**config.mk**
```make
export PLATFORM = sky130hd
export DESIGN_NAME = axi_stream_strip_header
export DESIGN_NICKNAME = d
export VERILOG_FILES = /design/src/rtl/axi_stream_strip_header.sv
export SDC_FILE = /design/constraint.sdc
export NUM_CORES = 1
export LEC_CHECK = 0
export CAP_MARGIN = 40
export CORE_MARGIN = 1.5
export CORE_UTILIZATION = 44
export CTS_CLUSTER_SIZE = 25
export DETAILED_ROUTE_END_ITERATION = 12
export PLACE_DENSITY = 0.74
export SYNTH_ARGS = -nofsm -noshare
export SYNTH_HDL_FRONTEND = slang
export SYNTH_SLANG_ARGS = --single-unit
```
**constraint.sdc**
```tcl
create_clock -name clk -period 5.7 [get_ports clk]
set_input_delay 0.855 -clock clk [delete_from_list [all_inputs] [get_ports clk]]
set_output_delay 0.855 -clock clk [all_outputs]
set_load 0.02 [all_outputs]
```
**src/rtl/axi_stream_strip_header.sv**
```systemverilog
// Drops a descriptor-supplied number of leading bytes from each AXI-Stream packet
// and repacks the remaining payload into full, MSB-aligned output beats.
module axi_stream_strip_header #(
  parameter int DATA_WD      = 32,
  parameter int DATA_BYTE_WD = DATA_WD / 8,
  parameter int STRIP_LEN_WD = 4
) (
  input  logic                    clk,
  input  logic                    rst,
  input  logic                    valid_in,
  input  logic [DATA_WD-1:0]      data_in,
  input  logic [DATA_BYTE_WD-1:0] keep_in,
  input  logic                    last_in,
  output logic                    ready_in,
  output logic                    valid_out,
  output logic [DATA_WD-1:0]      data_out,
  output logic [DATA_BYTE_WD-1:0] keep_out,
  output logic                    last_out,
  input  logic                    ready_out,
  input  logic                    valid_strip,
  input  logic [STRIP_LEN_WD-1:0] strip_len,
  output logic                    ready_strip
);

  localparam int CNT_WD = $clog2(DATA_BYTE_WD + 1);
  localparam int SUM_WD = CNT_WD + 1;
  localparam logic [SUM_WD-1:0]       BEAT_BYTES = SUM_WD'(DATA_BYTE_WD);
  localparam logic [DATA_BYTE_WD-1:0] KEEP_ALL   = '1;

  typedef enum logic [2:0] {
    IDLE,
    SKIP,
    ALIGN,
    STREAM,
    FLUSH
  } state_t;

  // Keep mask with the top cnt byte lanes set.
  function automatic logic [DATA_BYTE_WD-1:0] keep_of(input logic [SUM_WD-1:0] cnt);
    logic [DATA_BYTE_WD-1:0] k;
    for (int i = 0; i < DATA_BYTE_WD; i++) k[DATA_BYTE_WD-1-i] = (SUM_WD'(i) < cnt);
    return k;
  endfunction

  function automatic logic [DATA_WD-1:0] bytes_of(input logic [DATA_BYTE_WD-1:0] k);
    logic [DATA_WD-1:0] m;
    for (int i = 0; i < DATA_BYTE_WD; i++) m[8*i +: 8] = {8{k[i]}};
    return m;
  endfunction

  state_t                  state, state_nxt;
  logic [STRIP_LEN_WD-1:0] skip_cnt, skip_nxt;
  logic [CNT_WD-1:0]       ofs, ofs_nxt;
  logic [DATA_WD-1:0]      res_data, res_data_nxt;
  logic [CNT_WD-1:0]       res_cnt, res_cnt_nxt;

  logic                    valid_nxt, last_nxt;
  logic [DATA_WD-1:0]      data_nxt;
  logic [DATA_BYTE_WD-1:0] keep_nxt;

  logic                    slot_free, in_fire, strip_fire;
  logic [CNT_WD-1:0]       n_in, n_eff, shift_bytes;
  logic [DATA_WD-1:0]      in_masked, aligned_in, wide_hi, wide_lo;
  logic [2*DATA_WD-1:0]    wide;
  logic [SUM_WD-1:0]       total;
  logic                    emit, emit_last;
  logic [DATA_WD-1:0]      emit_data;
  logic [DATA_BYTE_WD-1:0] emit_keep;

  always_comb begin
    n_in = '0;
    for (int i = 0; i < DATA_BYTE_WD; i++) n_in = n_in + CNT_WD'(keep_in[i]);
    in_masked = data_in & bytes_of(keep_in);
  end

  // Byte packer: the residual bytes followed by the new beat's kept bytes.
  // The first kept beat is shifted left by the sub-beat offset; the residual is
  // always empty at that point, so one shifter path serves both ALIGN and STREAM.
  always_comb begin
    if (state == ALIGN) begin
      shift_bytes = ofs;
      n_eff       = (n_in > ofs) ? n_in - ofs : '0;
    end else begin
      shift_bytes = '0;
      n_eff       = n_in;
    end
    aligned_in = in_masked << {shift_bytes, 3'b000};
    wide       = {res_data, {DATA_WD{1'b0}}}
               | ({aligned_in, {DATA_WD{1'b0}}} >> {res_cnt, 3'b000});
    wide_hi    = wide[2*DATA_WD-1 -: DATA_WD];
    wide_lo    = wide[DATA_WD-1:0];
    total      = SUM_WD'(res_cnt) + SUM_WD'(n_eff);
  end

  // NOTE: every signal driven here gets a default first, so no path can leave
  // one unassigned and infer a latch.
  always_comb begin
    slot_free   = !valid_out || ready_out;
    ready_in    = ((state == SKIP) || (state == ALIGN) || (state == STREAM)) && slot_free;
    ready_strip = (state == IDLE) && slot_free;
    in_fire     = valid_in && ready_in;
    strip_fire  = valid_strip && ready_strip;

    state_nxt    = state;
    skip_nxt     = skip_cnt;
    ofs_nxt      = ofs;
    res_data_nxt = res_data;
    res_cnt_nxt  = res_cnt;
    emit         = 1'b0;
    emit_data    = wide_hi;
    emit_keep    = KEEP_ALL;
    emit_last    = 1'b0;

    case (state)
      IDLE: begin
        if (strip_fire) begin
          skip_nxt     = STRIP_LEN_WD'(strip_len / DATA_BYTE_WD);
          ofs_nxt      = CNT_WD'(strip_len % DATA_BYTE_WD);
          res_data_nxt = '0;
          res_cnt_nxt  = '0;
          state_nxt    = (strip_len >= STRIP_LEN_WD'(DATA_BYTE_WD)) ? SKIP : ALIGN;
        end
      end

      SKIP: begin
        if (in_fire) begin
          skip_nxt = skip_cnt - 1'b1;
          if (last_in)                         state_nxt = IDLE;
          else if (skip_cnt == STRIP_LEN_WD'(1)) state_nxt = ALIGN;
        end
      end

      ALIGN, STREAM: begin
        if (in_fire) begin
          if (last_in) begin
            if (total == '0) begin
              state_nxt = IDLE;
            end else if (total <= BEAT_BYTES) begin
              emit      = 1'b1;
              emit_keep = keep_of(total);
              emit_last = 1'b1;
              state_nxt = IDLE;
            end else begin
              emit         = 1'b1;
              res_data_nxt = wide_lo;
              res_cnt_nxt  = CNT_WD'(total - BEAT_BYTES);
              state_nxt    = FLUSH;
            end
          end else if (total >= BEAT_BYTES) begin
            emit         = 1'b1;
            res_data_nxt = wide_lo;
            res_cnt_nxt  = CNT_WD'(total - BEAT_BYTES);
            state_nxt    = STREAM;
          end else begin
            res_data_nxt = wide_hi;
            res_cnt_nxt  = total[CNT_WD-1:0];
            state_nxt    = STREAM;
          end
        end
      end

      FLUSH: begin
        if (slot_free) begin
          emit        = 1'b1;
          emit_data   = res_data;
          emit_keep   = keep_of(SUM_WD'(res_cnt));
          emit_last   = 1'b1;
          res_cnt_nxt = '0;
          state_nxt   = IDLE;
        end
      end

      default: state_nxt = IDLE;
    endcase

    // Output register loads only into a free slot, so a stalled beat holds.
    valid_nxt = valid_out;
    data_nxt  = data_out;
    keep_nxt  = keep_out;
    last_nxt  = last_out;
    if (emit) begin
      valid_nxt = 1'b1;
      data_nxt  = emit_data;
      keep_nxt  = emit_keep;
      last_nxt  = emit_last;
    end else if (slot_free) begin
      valid_nxt = 1'b0;
    end
  end

  // NOTE: sequential state uses non-blocking assignments so every register
  // samples its pre-edge inputs regardless of statement order.
  always_ff @(posedge clk) begin
    if (rst) begin
      state     <= IDLE;
      skip_cnt  <= '0;
      ofs       <= '0;
      res_data  <= '0;
      res_cnt   <= '0;
      valid_out <= 1'b0;
      data_out  <= '0;
      keep_out  <= '0;
      last_out  <= 1'b0;
    end else begin
      state     <= state_nxt;
      skip_cnt  <= skip_nxt;
      ofs       <= ofs_nxt;
      res_data  <= res_data_nxt;
      res_cnt   <= res_cnt_nxt;
      valid_out <= valid_nxt;
      data_out  <= data_nxt;
      keep_out  <= keep_nxt;
      last_out  <= last_nxt;
    end
  end

endmodule

```
* Yosys cells after proc, flatten, opt, wreduce, memory -nomap -nowiden
Cells that the tools add are included.
** Word-level totals
- Bits in registers :: 82
- Output and inout port bits :: 40
** Cells by class
- $add $sub $neg :: 7
- $lt $le $gt $ge :: 12
- Equality and inequality tests :: 12
- Shift operators :: 2
- Multiplexer cells :: 52
- Bitwise gates (word level) :: 2
- Reductions and logical operators :: 20
** Operators by type and width (number)
- $mux W32 :: 8
- $or A64 B64 Y64 :: 1
- $pmux W32 S2 :: 1
- $shr A64 B6 Y64 :: 1
- $mux W3 :: 17
- $and A32 B32 Y32 :: 1
- $shl A32 B6 Y32 :: 1
- $mux W4 :: 7
- $pmux W4 S2 :: 2
- $pmux W3 S4 :: 1
- $mux W1 :: 11
- $reduce_and A5 Y1 :: 2
- $pmux W3 S3 :: 1
- $ge A4 B3 Y1 const B :: 2
- $lt A1 B4 Y1 const A :: 2
- $lt A2 B4 Y1 const A :: 2
- $ne A2 B2 Y1 const B :: 4
- $eq A3 B2 Y1 const B :: 2
- $lt A1 B3 Y1 const A :: 2
- $lt A2 B3 Y1 const A :: 2
- $ne A3 B3 Y1 const B :: 2
- $reduce_and A6 Y1 :: 1
- $reduce_bool A2 Y1 :: 3
- $add A3 B3 Y4 :: 1
- 23 further kinds :: 30

* Longest topological paths before layout
- Depth in word-level cells :: 13
- Gate-level depth with buffers :: 18

* Worst setup path before layout
OpenSTA, ideal clock, no wires.
- Kind :: input to register
- From :: in keep_in[0]
- To :: reg res_data[29]
- Arrival time :: 4.917 ns
- Required time :: 5.573 ns
- Slack :: 0.656 ns
- Stages on the path :: 17
- Path buffers :: 1
- Cell sequence :: fa_1 -> ha_1 -> inv_1 -> fa_1 -> o31ai_1 -> nand2b_1 -> o21a_1 -> or4b_2 -> nand2_1 -> ha_1 -> xnor2_1 -> a221oi_4 -> a21oi_2 -> and3_1 -> buf_2 -> a211oi_1 -> a211oi_2
** Between the ends
- Longest elaborated chain between the ends :: 12
- Elaborated cells on any way between the ends :: 24
** RTL lines
- start: declaration :: RTL line 12 : input logic [DATA_BYTE_WD-1:0] keep_in,
- $add A1 B1 Y2 :: RTL line 72 : for (int i = 0; i < DATA_BYTE_WD; i++) n_in = n_in + CNT_WD'(keep_in[i]);
- $add A2 B1 Y3 :: RTL line 72
- $add A3 B1 Y3 :: RTL line 72
- $sub A3 B2 Y3 / $gt A3 B2 Y1 (equally long branches) :: RTL line 82 : n_eff = (n_in > ofs) ? n_in - ofs : '0;
- $mux W3 :: RTL line 82
- $mux W3 :: RTL line 80 : if (state == ALIGN) begin
- $add A3 B3 Y4 :: RTL line 92 : total = SUM_WD'(res_cnt) + SUM_WD'(n_eff);
- $ge A4 B3 Y1 :: RTL line 149 : end else if (total >= BEAT_BYTES) begin
- $mux W32 :: RTL line 149
- $mux W32 :: RTL line 135 : if (last_in) begin
- $mux W32 :: RTL line 134 : if (in_fire) begin
- $pmux W32 S2 :: RTL line 114 : case (state)
- end signal: assignment :: RTL line 208 : res_data <= res_data_nxt;
- end: declaration :: RTL line 54 : logic [DATA_WD-1:0] res_data, res_data_nxt;
Parallel ways exist; a longest one is shown, timed or not. The select of a mux whose other input is x is not followed.
A chain may end at the register's enable or synchronous reset.

* Worst setup path in the final report
- From :: in keep_in[0]
- To :: reg res_data[5]
Same word-level chain as after synthesis.

==> flow_summary.html <==
<table>
<tr><th>Metric</th><th>Value</th></tr>
<tr><th colspan="2">Final layout</th></tr>
<tr><td>Synthesis-to-layout area growth</td><td>22.7%</td></tr>
<tr><td>Most common cell after layout, fill and taps aside</td><td>nor2_1</td></tr>
<tr><td>Total inserted antenna cells</td><td>0</td></tr>
<tr><td>Share of post-route cells with drive strength above 1</td><td>9.10%</td></tr>
<tr><td>Final standard cell count with taps included and fillers excluded</td><td>1070</td></tr>
<tr><td>Number of nets in the layout</td><td>944</td></tr>
<tr><td>Fillers</td><td>1296</td></tr>
<tr><td>Most frequent cells in the layout</td><td>nor2_1 (103), a21oi_1 (84), clkdlybuf4s50_1 (84), dfxtp_1 (81), nand2_1 (70)</td></tr>
<tr><th colspan="2">Logic synthesis</th></tr>
<tr><td>Syn_nets</td><td>879</td></tr>
<tr><td>Post-synthesis async set-or-reset flop share</td><td>0%</td></tr>
<tr><td>Number of instances in the synthesized netlist</td><td>821</td></tr>
<tr><td>Cell area after technology mapping</td><td>6150 um^2</td></tr>
<tr><td>Count of flip-flops with a built-in enable after synthesis</td><td>0</td></tr>
<tr><td>Sequential share of the synthesized area</td><td>26.7%</td></tr>
<tr><td>Yosys warning total</td><td>0</td></tr>
<tr><td>Main synth FF type</td><td>dfxtp_1</td></tr>
<tr><td>Number of synthesized register bits</td><td>82</td></tr>
<tr><td>Syn Area/Cell</td><td>~7.5 um^2</td></tr>
<tr><td>Distinct cell type count of the synthesized netlist</td><td>73</td></tr>
<tr><th colspan="2">Drt</th></tr>
<tr><td>DRC</td><td>0</td></tr>
<tr><td>Total number of vias</td><td>6779</td></tr>
<tr><td>Number of violations reported at the end of detailed-routing iteration 0</td><td>682</td></tr>
<tr><td>DR vias/cell</td><td>approximately 6.3</td></tr>
<tr><td>Post-detailed-routing wire length</td><td>20600 um</td></tr>
<tr><td>First-pass detailed-route iteration total</td><td>8</td></tr>
<tr><td>Detailed-route wire length per cell</td><td>19.3 um</td></tr>
<tr><td>Antenna violation net count after detailed routing</td><td>0</td></tr>
<tr><th colspan="2">Clock tree</th></tr>
<tr><td>CTS hold repair buffers</td><td>0</td></tr>
<tr><td>Clock Sink Count</td><td>82</td></tr>
<tr><td>Setup Fix Bufs, Post-CTS</td><td>0</td></tr>
<tr><td>Clock tree from TritonCTS</td><td>yes</td></tr>
<tr><td>Skew-Pair Late Insertion Delay</td><td>360 ps</td></tr>
<tr><td>Max Root-Sink Buffers</td><td>2</td></tr>
<tr><td>Number of H-tree branching levels</td><td>3</td></tr>
<tr><td>Clock transition time at the flip-flop clock pins of the worst setup and hold paths</td><td>around 70 ps</td></tr>
<tr><td>Resize count post-CTS</td><td>0</td></tr>
<tr><td>Num CTS Buffers</td><td>9</td></tr>
<tr><td>Clock tree root driver cell</td><td>clkbuf_16</td></tr>
<tr><th colspan="2">Critical path</th></tr>
<tr><td>Nature of the critical path startpoint</td><td>primary input</td></tr>
<tr><td>Required time of the critical path</td><td>5960 ps</td></tr>
<tr><td>Crit path arrival time</td><td>5660 ps</td></tr>
<tr><td>Largest fanout on the critical path</td><td>35</td></tr>
<tr><td>R2R Path Start</td><td>ofs[1]</td></tr>
<tr><td>Endpoint type of the worst setup path</td><td>register</td></tr>
<tr><td>Critical Path Start</td><td>keep_in[0]</td></tr>
<tr><td>Crit Path Class</td><td>primary input to register</td></tr>
<tr><th colspan="2">Placed design</th></tr>
<tr><td>Placed instance count</td><td>1055</td></tr>
<tr><td>Post-DP HPWL</td><td>14500 um</td></tr>
<tr><td>Pre-CTS WS</td><td>-43.2 ps</td></tr>
<tr><td>Port buffer count</td><td>85</td></tr>
<tr><td>Placer Congestion</td><td>around 0.97</td></tr>
<tr><th colspan="2">Global route</th></tr>
<tr><td>Global router's overall resource usage</td><td>28.1%</td></tr>
<tr><td>Initial antenna violation count</td><td>0</td></tr>
<tr><td>Sum of overflow across all layers after global routing</td><td>0</td></tr>
<tr><td>Largest net degree at the start of global routing</td><td>61</td></tr>
<tr><td>First-pass GRT wire length</td><td>32000 um</td></tr>
<tr><td>Number of global-route vias before repair</td><td>~6100</td></tr>
<tr><th colspan="2">Power</th></tr>
<tr><td>Maximum VDD drop</td><td>0.000178 V</td></tr>
<tr><td>Power Density</td><td>370 nW/um^2</td></tr>
<tr><td>Leak Pwr</td><td>0.00263 uW</td></tr>
<tr><td>Overall Power</td><td>around 2800 uW</td></tr>
<tr><th colspan="2">Timing</th></tr>
<tr><td>Final setup margin</td><td>293 ps</td></tr>
<tr><td>Final clock skew</td><td>slightly above 8 ps</td></tr>
<tr><td>Achievable Freq</td><td>between 150 and 200 MHz</td></tr>
<tr><td>Final setup TNS</td><td>0 ps</td></tr>
<tr><td>Actual transition at the worst max-transition pin</td><td>987 ps</td></tr>
<tr><td>Final worst-path cycle share</td><td>94.9%</td></tr>
<tr><td>Max-Slew Margin vs Limit</td><td>34.1%</td></tr>
<tr><td>Endpoints failing setup</td><td>0</td></tr>
<tr><td>Unrepaired setup endpoints after global routing</td><td>no</td></tr>
<tr><td>Fin. Hold Viols</td><td>0</td></tr>
<tr><td>Final count of pins violating max slew</td><td>0</td></tr>
<tr><td>Worst Hold Slack</td><td>448 ps</td></tr>
<tr><td>Period minus WS final</td><td>approximately 5400 ps</td></tr>
<tr><th colspan="2">Floorplan</th></tr>
<tr><td>Cell Rows</td><td>43</td></tr>
<tr><td>Die Y</td><td>121 um</td></tr>
<tr><td>Core Footprint</td><td>between 10000 and 15000 um^2</td></tr>
<tr><td>Starting density of the core</td><td>44.6%</td></tr>
<tr><td>Top-Level Pins</td><td>86</td></tr>
<tr><td>Die extent in x</td><td>121 um</td></tr>
<tr><td>Die Outline Area</td><td>14700 um^2</td></tr>
<tr><th colspan="2">Run</th></tr>
<tr><td>Max-Cap Viols</td><td>0</td></tr>
<tr><th colspan="2">Worst hold path</th></tr>
<tr><td>Hold Startpoint</td><td>res_data[8]</td></tr>
<tr><td>Path type of the worst min-delay path</td><td>register to register</td></tr>
<tr><th colspan="2">Run status</th></tr>
<tr><td>Result of the run</td><td>finished, final reports clean</td></tr>
</table>
-- power by group --
part / internal [uW] / switching, uW / leakage (uW)
clock network: 388 / 262 / 0.000157
registers: 673 / 96.7 / 0.000665
logic: 538 / 834 / 0.00181
-- worst paths after layout --
kind	endpoint	cells after the start	slack (ps)
max	res_data[5]	18	290
max reg2reg	res_data[5]	14	1500
min	res_data[8]	2	450
min reg2reg	res_data[8]	2	450
-- critical path, cell delays in order --
cell	delay, ps
clkdlybuf4s50_1	460
fa_1	550
ha_1	180
inv_1	70
fa_1	480
o31ai_1	260
nand2b_1	90
o21a_1	130
or4b_2	610
nand2_1	110
ha_1	300
xnor2_1	210
a221oi_4	440
a211oi_4	130
buf_12	190
o21ai_0	120
o21ai_1	130
a2111oi_2	360
-- sequential cells by signal, summed over array words and instances, names as in the netlist --
signal	flops
skip_cnt	4
state	3
last_out	1
res_cnt	3
data_out	32
res_data	32
keep_out	4
valid_out	1
ofs	2
-- per-stage QoR --
step | area (um^2) | util, %
after global placement | 7200 | 52.2
after global routing | 7540 | 54.8
final | 7540 | 54.8
after detailed placement | 7220 | 52.4
after floorplan | 6150 | -
after CTS | 7540 | 54.8
-- cells by family (layout without fill, tap and decap cells) --
group	count (synthesis)	in the layout	share of synthesized area, %
multiplexers	53	53	8.63
buffers and inverters	90	159	6.43
AO/OA/AOI/OAI	268	268	29.9
adder cells (fa/ha/maj)	12	12	2.93
XOR/XNOR	3	3	0.428
flip-flops	82	82	26.7
AND/OR/NAND/NOR	313	313	25.0
-- Yosys cell counts (16+ instances only) --
library cell | n | area, um^2
o21ai_0 | 32 | 160
buf_2 | 16 | 80.1
a211oi_1 | 45 | 338
inv_1 | 26 | 97.6
nand3_1 | 25 | 125
nor2_1 | 103 | 387
mux2i_1 | 53 | 531
clkbuf_1 | 37 | 139
nand2_1 | 70 | 263
dfxtp_1 | 82 | 1640
nor3_1 | 53 | 265
a21oi_1 | 84 | 420
-- routing by layer --
layer	GRT usage [%]	up-vias	routed length, um
li1	-	3182	-
met1	38.0	3124	8670
met2	42.3	399	9070
met3	5.03	74	1970
met4	15.0	0	908
met5	0	-	0
-- final cells by class --
cell class	count	area [um^2]	area share, %
Clock buffer	9	225	2.99
Multi-Input combinational cell	649	4130	54.8
Inverter	27	101	1.34
Tap cell	180	225	2.99
Timing Repair Buffer	117	1120	14.8
Sequential cell	82	1640	21.8
Clock inverter	6	95.1	1.26
Note: power is estimated with default switching activity, not from simulation.
